File: config.mk
export PLATFORM = sky130hd
export DESIGN_NAME = uart_rx_ctrl
export DESIGN_NICKNAME = d
export VERILOG_FILES = /design/src/rtl/uart_rx_pkg.sv /design/src/rtl/flex_counter.sv /design/src/rtl/uart_rx_ctrl.sv
export SDC_FILE = /design/constraint.sdc
export NUM_CORES = 1
export LEC_CHECK = 0
export CAP_MARGIN = 20
export CELL_PAD_IN_SITES_DETAIL_PLACEMENT = 1
export CELL_PAD_IN_SITES_GLOBAL_PLACEMENT = 1
export CORE_UTILIZATION = 37
export CTS_CLUSTER_SIZE = 24
export DETAILED_ROUTE_END_ITERATION = 10
export PLACE_DENSITY_LB_ADDON = 0.1
export SYNTH_ARGS = -nofsm -noshare
export SYNTH_HDL_FRONTEND = slang
export SYNTH_SLANG_ARGS = --single-unit
File: constraint.sdc
create_clock -name clk -period 1.9 [get_ports clk]
set_input_delay 0.285 -clock clk [delete_from_list [all_inputs] [get_ports clk]]
set_output_delay 0.285 -clock clk [all_outputs]
set_load 0.01 [all_outputs]
File: src/rtl/uart_rx_pkg.sv
// Shared state type and parameter defaults for the UART receive controller.
package uart_rx_pkg;

  localparam int DEFAULT_CLKS_PER_BIT = 10;
  localparam int DEFAULT_DATA_BITS    = 8;

  typedef enum logic [1:0] {
    IDLE,
    START,
    DATA,
    STOP
  } rx_state_t;

endpackage

File: src/rtl/flex_counter.sv
// Generic up-counter that wraps to 1 after reaching rollover_val.
// The count is held at zero while clear is asserted.
module flex_counter #(
  parameter int NUM_CNT_BITS = 4
) (
  input  logic                    clk,
  input  logic                    n_rst,
  input  logic                    clear,
  input  logic                    count_enable,
  input  logic [NUM_CNT_BITS-1:0] rollover_val,
  output logic [NUM_CNT_BITS-1:0] count_out,
  output logic                    rollover_flag
);

  logic [NUM_CNT_BITS-1:0] count_next;

  assign rollover_flag = (count_out == rollover_val);

  // Clear dominates; otherwise step, restarting at 1 once the rollover value was reached
  always_comb begin
    count_next = count_out;
    if (clear) begin
      count_next = '0;
    end else if (count_enable) begin
      if (rollover_flag) begin
        count_next = NUM_CNT_BITS'(1);
      end else begin
        count_next = count_out + NUM_CNT_BITS'(1);
      end
    end
  end

  // Count register with active-low asynchronous reset
  always_ff @(posedge clk or negedge n_rst) begin
    if (!n_rst) begin
      count_out <= '0;
    end else begin
      count_out <= count_next;
    end
  end

endmodule

File: src/rtl/uart_rx_ctrl.sv
// UART receive controller: times start/data/stop bits from an upstream start
// detection pulse, assembles the word LSB-first and flags bad stop bits.
module uart_rx_ctrl
  import uart_rx_pkg::*;
#(
  parameter int CLKS_PER_BIT = DEFAULT_CLKS_PER_BIT,
  parameter int DATA_BITS    = DEFAULT_DATA_BITS
) (
  input  logic                 clk,
  input  logic                 rst,
  input  logic                 start_bit_detected,
  input  logic                 serial_in,
  input  logic                 error_clear,
  output logic [DATA_BITS-1:0] data_out,
  output logic                 data_valid,
  output logic                 framing_error,
  output logic                 busy,
  output logic                 shift_strobe
);

  localparam int CNT_W = $clog2(CLKS_PER_BIT + 1);
  localparam int BIT_W = $clog2(DATA_BITS + 1);

  localparam logic [CNT_W-1:0] CNT_MAX  = CNT_W'(CLKS_PER_BIT);
  localparam logic [CNT_W-1:0] CNT_MID  = CNT_W'(CLKS_PER_BIT / 2);
  // One cycle ahead of the sample point, so the strobe register lines up with it
  localparam logic [CNT_W-1:0] CNT_PRE  = CNT_W'(CLKS_PER_BIT / 2 - 1);
  localparam logic [BIT_W-1:0] BITS_MAX = BIT_W'(DATA_BITS);

  rx_state_t            state;
  rx_state_t            next_state;
  logic [CNT_W-1:0]     clk_cnt;
  logic                 bit_end;
  logic                 cnt_n_rst;
  logic                 sample;
  logic [BIT_W-1:0]     bit_cnt;
  logic [DATA_BITS-1:0] shift_reg;
  logic [DATA_BITS-1:0] shift_next;
  logic                 accept;
  logic                 shift_en;
  logic                 load_data;
  logic                 set_error;
  logic                 strobe_next;

  assign cnt_n_rst = ~rst;
  assign sample    = (state != IDLE) && (clk_cnt == CNT_MID);
  assign busy      = (state != IDLE);

  flex_counter #(
    .NUM_CNT_BITS(CNT_W)
  ) u_bit_timer (
    .clk          (clk),
    .n_rst        (cnt_n_rst),
    .clear        (state == IDLE),
    .count_enable (state != IDLE),
    .rollover_val (CNT_MAX),
    .count_out    (clk_cnt),
    .rollover_flag(bit_end)
  );

  // State register
  always_ff @(posedge clk or posedge rst) begin
    if (rst) begin
      state <= IDLE;
    end else begin
      state <= next_state;
    end
  end

  // Next-state decode and the per-cycle control strobes for the datapath
  always_comb begin
    next_state  = state;
    accept      = 1'b0;
    shift_en    = 1'b0;
    load_data   = 1'b0;
    set_error   = 1'b0;
    strobe_next = (state == DATA) && (clk_cnt == CNT_PRE);
    case (state)
      IDLE: begin
        if (start_bit_detected) begin
          next_state = START;
          accept     = 1'b1;
        end
      end
      START: begin
        if (sample && serial_in) begin
          next_state = IDLE;
        end else if (bit_end) begin
          next_state = DATA;
        end
      end
      DATA: begin
        shift_en = sample;
        if (bit_end && (bit_cnt == BITS_MAX)) begin
          next_state = STOP;
        end
      end
      STOP: begin
        if (sample) begin
          next_state = IDLE;
          load_data  = serial_in;
          set_error  = ~serial_in;
        end
      end
      default: next_state = IDLE;
    endcase
  end

  // Right shift with the newest line sample entering at the MSB
  always_comb begin
    shift_next                = shift_reg >> 1;
    shift_next[DATA_BITS-1]   = serial_in;
  end

  // Bit counter, shift register and registered outputs
  always_ff @(posedge clk or posedge rst) begin
    if (rst) begin
      bit_cnt       <= '0;
      shift_reg     <= '0;
      data_out      <= '0;
      data_valid    <= 1'b0;
      framing_error <= 1'b0;
      shift_strobe  <= 1'b0;
    end else begin
      if (accept) begin
        bit_cnt <= '0;
      end else if (shift_en) begin
        shift_reg <= shift_next;
        bit_cnt   <= bit_cnt + BIT_W'(1);
      end
      data_valid   <= load_data;
      shift_strobe <= strobe_next;
      if (load_data) begin
        data_out <= shift_reg;
      end
      if (set_error) begin
        framing_error <= 1'b1;
      end else if (error_clear || accept) begin
        framing_error <= 1'b0;
      end
    end
  end

endmodule

==> results.md <==
- Largest cells by area after synthesis: dfrtp_1 54%, mux2_4 8.9%, mux2_2 7.5%
- Top cells by instance count after synthesis: 29 x dfrtp_1, 9 x mux2_2, 8 x inv_1, 8 x mux2_4, 4 x o21ai_0
- Core area: 3420 µm²
- Grt ovf: 0
- Routability congestion estimate: 0.707
- Die Wd: 62.5 µm
- Die Footprint: 3910 µm²
- Port Buf Inserts: 16
- Nets: 131
- Status: finished clean
- DR vias: 858
- Final TNS setup: 0 ns
- Final setup viols: 0
- CP Capture Type: output pin
- Fin crit share: 93.7%
- Unrepaired setup endpoints after global routing: false
- Via density: 5.02
- Die Span Y: 62.5 µm
- Synth cell types: 38
- H-tree depth: 2
- Max FO, Critical Path: 11
- Worst path slowest cell: dfrtp_2
- Clk_skew: 0.00602 ns
- Root Driver: clkbuf_4
- Final worst slack: 0.120 ns
- Count leader, synth: dfrtp_1
- Critical-path cell list: nor2_1 -> inv_1 -> clkdlybuf4s50_1
- WP data required: 1.62 ns
- Cell leakage power: 0.764 nW
- Max-slew headroom: 74.8%
- Global-route wire length before repair: 4570 µm
- Worst R2R Path Depth: 3
- Crit path DAT: 1.49 ns
- DRT Wirelength: 2500 µm
- Setup slack, reg-to-reg: 0.34 ns
- Placement Rows: 21
- Slowest Stage Delay on Critical Path: 0.50 ns
- Syn Inst Count: 103
- Vias in the first global route: 940
- Post-Place Cells: 163
- Maxcap violations: 0
- Synthesized area per cell: 13.1 µm²
- Tightest Pin Transition: 0.377 ns
- Most area-hungry cell type in the Yosys netlist: dfrtp_1
- Antenna diodes: 0
- Max Root-Sink Buffers: 2
- WL/cell: 14.6 µm
- Effective utilization at floorplan: 39.6%
- Worst-Skew Late Latency: 0.32 ns
- Pwr dens: 1340 nW/µm²
- Antenna Nets Post-Route: 0
- Total I/O pin count: 17
- Hold buffer count at CTS: 0
- Synth warn: 0
- Worst hold slack: 0.335 ns
- Fmax: 562 MHz
- Sink Count: 29
- Slew Limit Fails: 0
- Pre-CTS setup slack: 0.179 ns
- HP Class: in -> async
- Util after Layout: 47.8%
- CTS Buf Count: 5
- CP Launch Point: state[1]$_DFFE_PP0P_
- Top_reg_cell synth: dfrtp_1
- DRC: 0
- Peak VDD IR: 0.595 mV
- Synth-to-layout area growth: 20.7%
- CP Launch Type: flop
- Synthesis-stage register bit count: 29
- Total GRT Usage: 15.4%
- Hold Violations, Final: 0
- Initial antenna violation count: 0
- Ys async rst share: 100%
- Min Tclk post-route: 1.78 ns
- Largest net degree at the start of global routing: 30
- HPWL after detailed placement: 1700 µm
- CTS tree: yes
- Post-Syn Nets: 110
- TritonRoute pass-1 iters: 4
- EDFF count, synth: 0
- Layout cells sized above 1: 28.8%
- WS Path Type: reg -> out
- Post-CTS Setup Bufs: 0
- Clock transition at path regs: 0.09 ns
- Cell Area, Synth: 1350 µm²
- Reg-to-reg startpoint: u_bit_timer.count_out[0]$_DFF_PP0_
- Reg-to-reg endpoint: data_out[2]$_DFFE_PP0P_
- Iteration-0 DRC count of the detailed router: 20
- Post-synth top area share: 53.6%
- Non-Filler Instances: 171
- Sequential-to-total area share from yosys stat: 53.6%
==> cells in the final DEF (no fill, tap or decap), drive strengths merged <==
master / instances
dfrtp: 29
mux2: 17
clkdlybuf4s50: 16
inv: 8
clkbuf: 7
o21ai: 4
nor2: 3
a21oi: 3
nand2b: 2
o31ai: 2
and4bb: 2
nand2: 2
a31oi: 2
nand3: 2
ha: 2
buf: 2
or2: 2
nand4bb: 1
or3b: 1
o211ai: 1
o311ai: 1
nand4: 1
xnor2: 1
nor3: 1
xor2: 1
nor2b: 1
and2b: 1
and3b: 1
or2b: 1
nor4: 1
a211o: 1
and4b: 1
a221oi: 1
or4: 1
a21boi: 1
nand3b: 1
clkinv: 1
==> logic make-up after synthesis <==
group                    Yosys count  share of synthesized area [%]
flip-flops                        29                           53.6
adder cells (fa/ha/maj)            2                           1.85
buffers and inverters             12                           4.07
XOR/XNOR                           2                           1.29
multiplexers                      17                           16.4
AO/OA/AOI/OAI                     16                           7.67
AND/OR/NAND/NOR                   25                           15.2
==> layout make-up <==
class | instances | area [µm²]
fill | 365 | 1780
sequential | 29 | 728
multi-input combinational | 62 | 573
timing repair buffer | 18 | 175
clock buffer | 7 | 65.1
tap | 46 | 57.6
inverter | 8 | 30.0
clock inverter | 1 | 5.00
==> through the flow <==
stage	area (µm²)	total power, mW
detailed placement	1560	1.77
global placement	1560	1.74
finish	1630	2.19
floorplan	1350	1.53
CTS	1630	2.22
global route	1630	2.37
==> per-layer routing <==
layer | wire, µm | share of wire (%) | track usage, %
met5 | 0 | 0 | 0
met2 | 1210 | 48 | 25.3
met3 | 101 | 4.0 | 4.56
met4 | 54 | 2.2 | 6.98
met1 | 1140 | 45 | 18.6
==> how the worst max path moves through the flow <==
| stage | endpoint | slack [ns] | cells past startpoint |
|---|---|---|---|
| 2_1_floorplan | bit_cnt[1]$_DFFE_PP0P_ | 0.41 | 5 |
| 3_3_place_gp | bit_cnt[2]$_DFFE_PP0P_ | 0.24 | 4 |
| 3_5_place_dp | bit_cnt[2]$_DFFE_PP0P_ | 0.18 | 4 |
| 4_1_cts | busy | 0.06 | 3 |
| 5_1_grt | busy | 0.04 | 3 |
| 6_report | busy | 0.12 | 3 |
==> where the power goes <==
group / leakage, nW / internal, mW / total (mW) / switching [mW]
Combinational: 0.347 / 0.423 / 0.698 / 0.275
Sequential: 0.375 / 0.817 / 1.06 / 0.244
Clock: 0.0413 / 0.214 / 0.427 / 0.213
==> timing repair <==
| item | in CTS | in global routing |
|---|---|---|
| gates resized for setup | 1 | 1 |
| hold endpoints to repair | 0 | 0 |
| endpoints found under the setup margin | 1 | 1 |
==> worst max-delay path: cells and delay by family, from the launching register on <==
family                 cells  cell delay [ns]
buffers and inverters      2             0.52
flip-flops                 1             0.50
AND/OR/NAND/NOR            1             0.15
(Power assumes the default switching activity.)
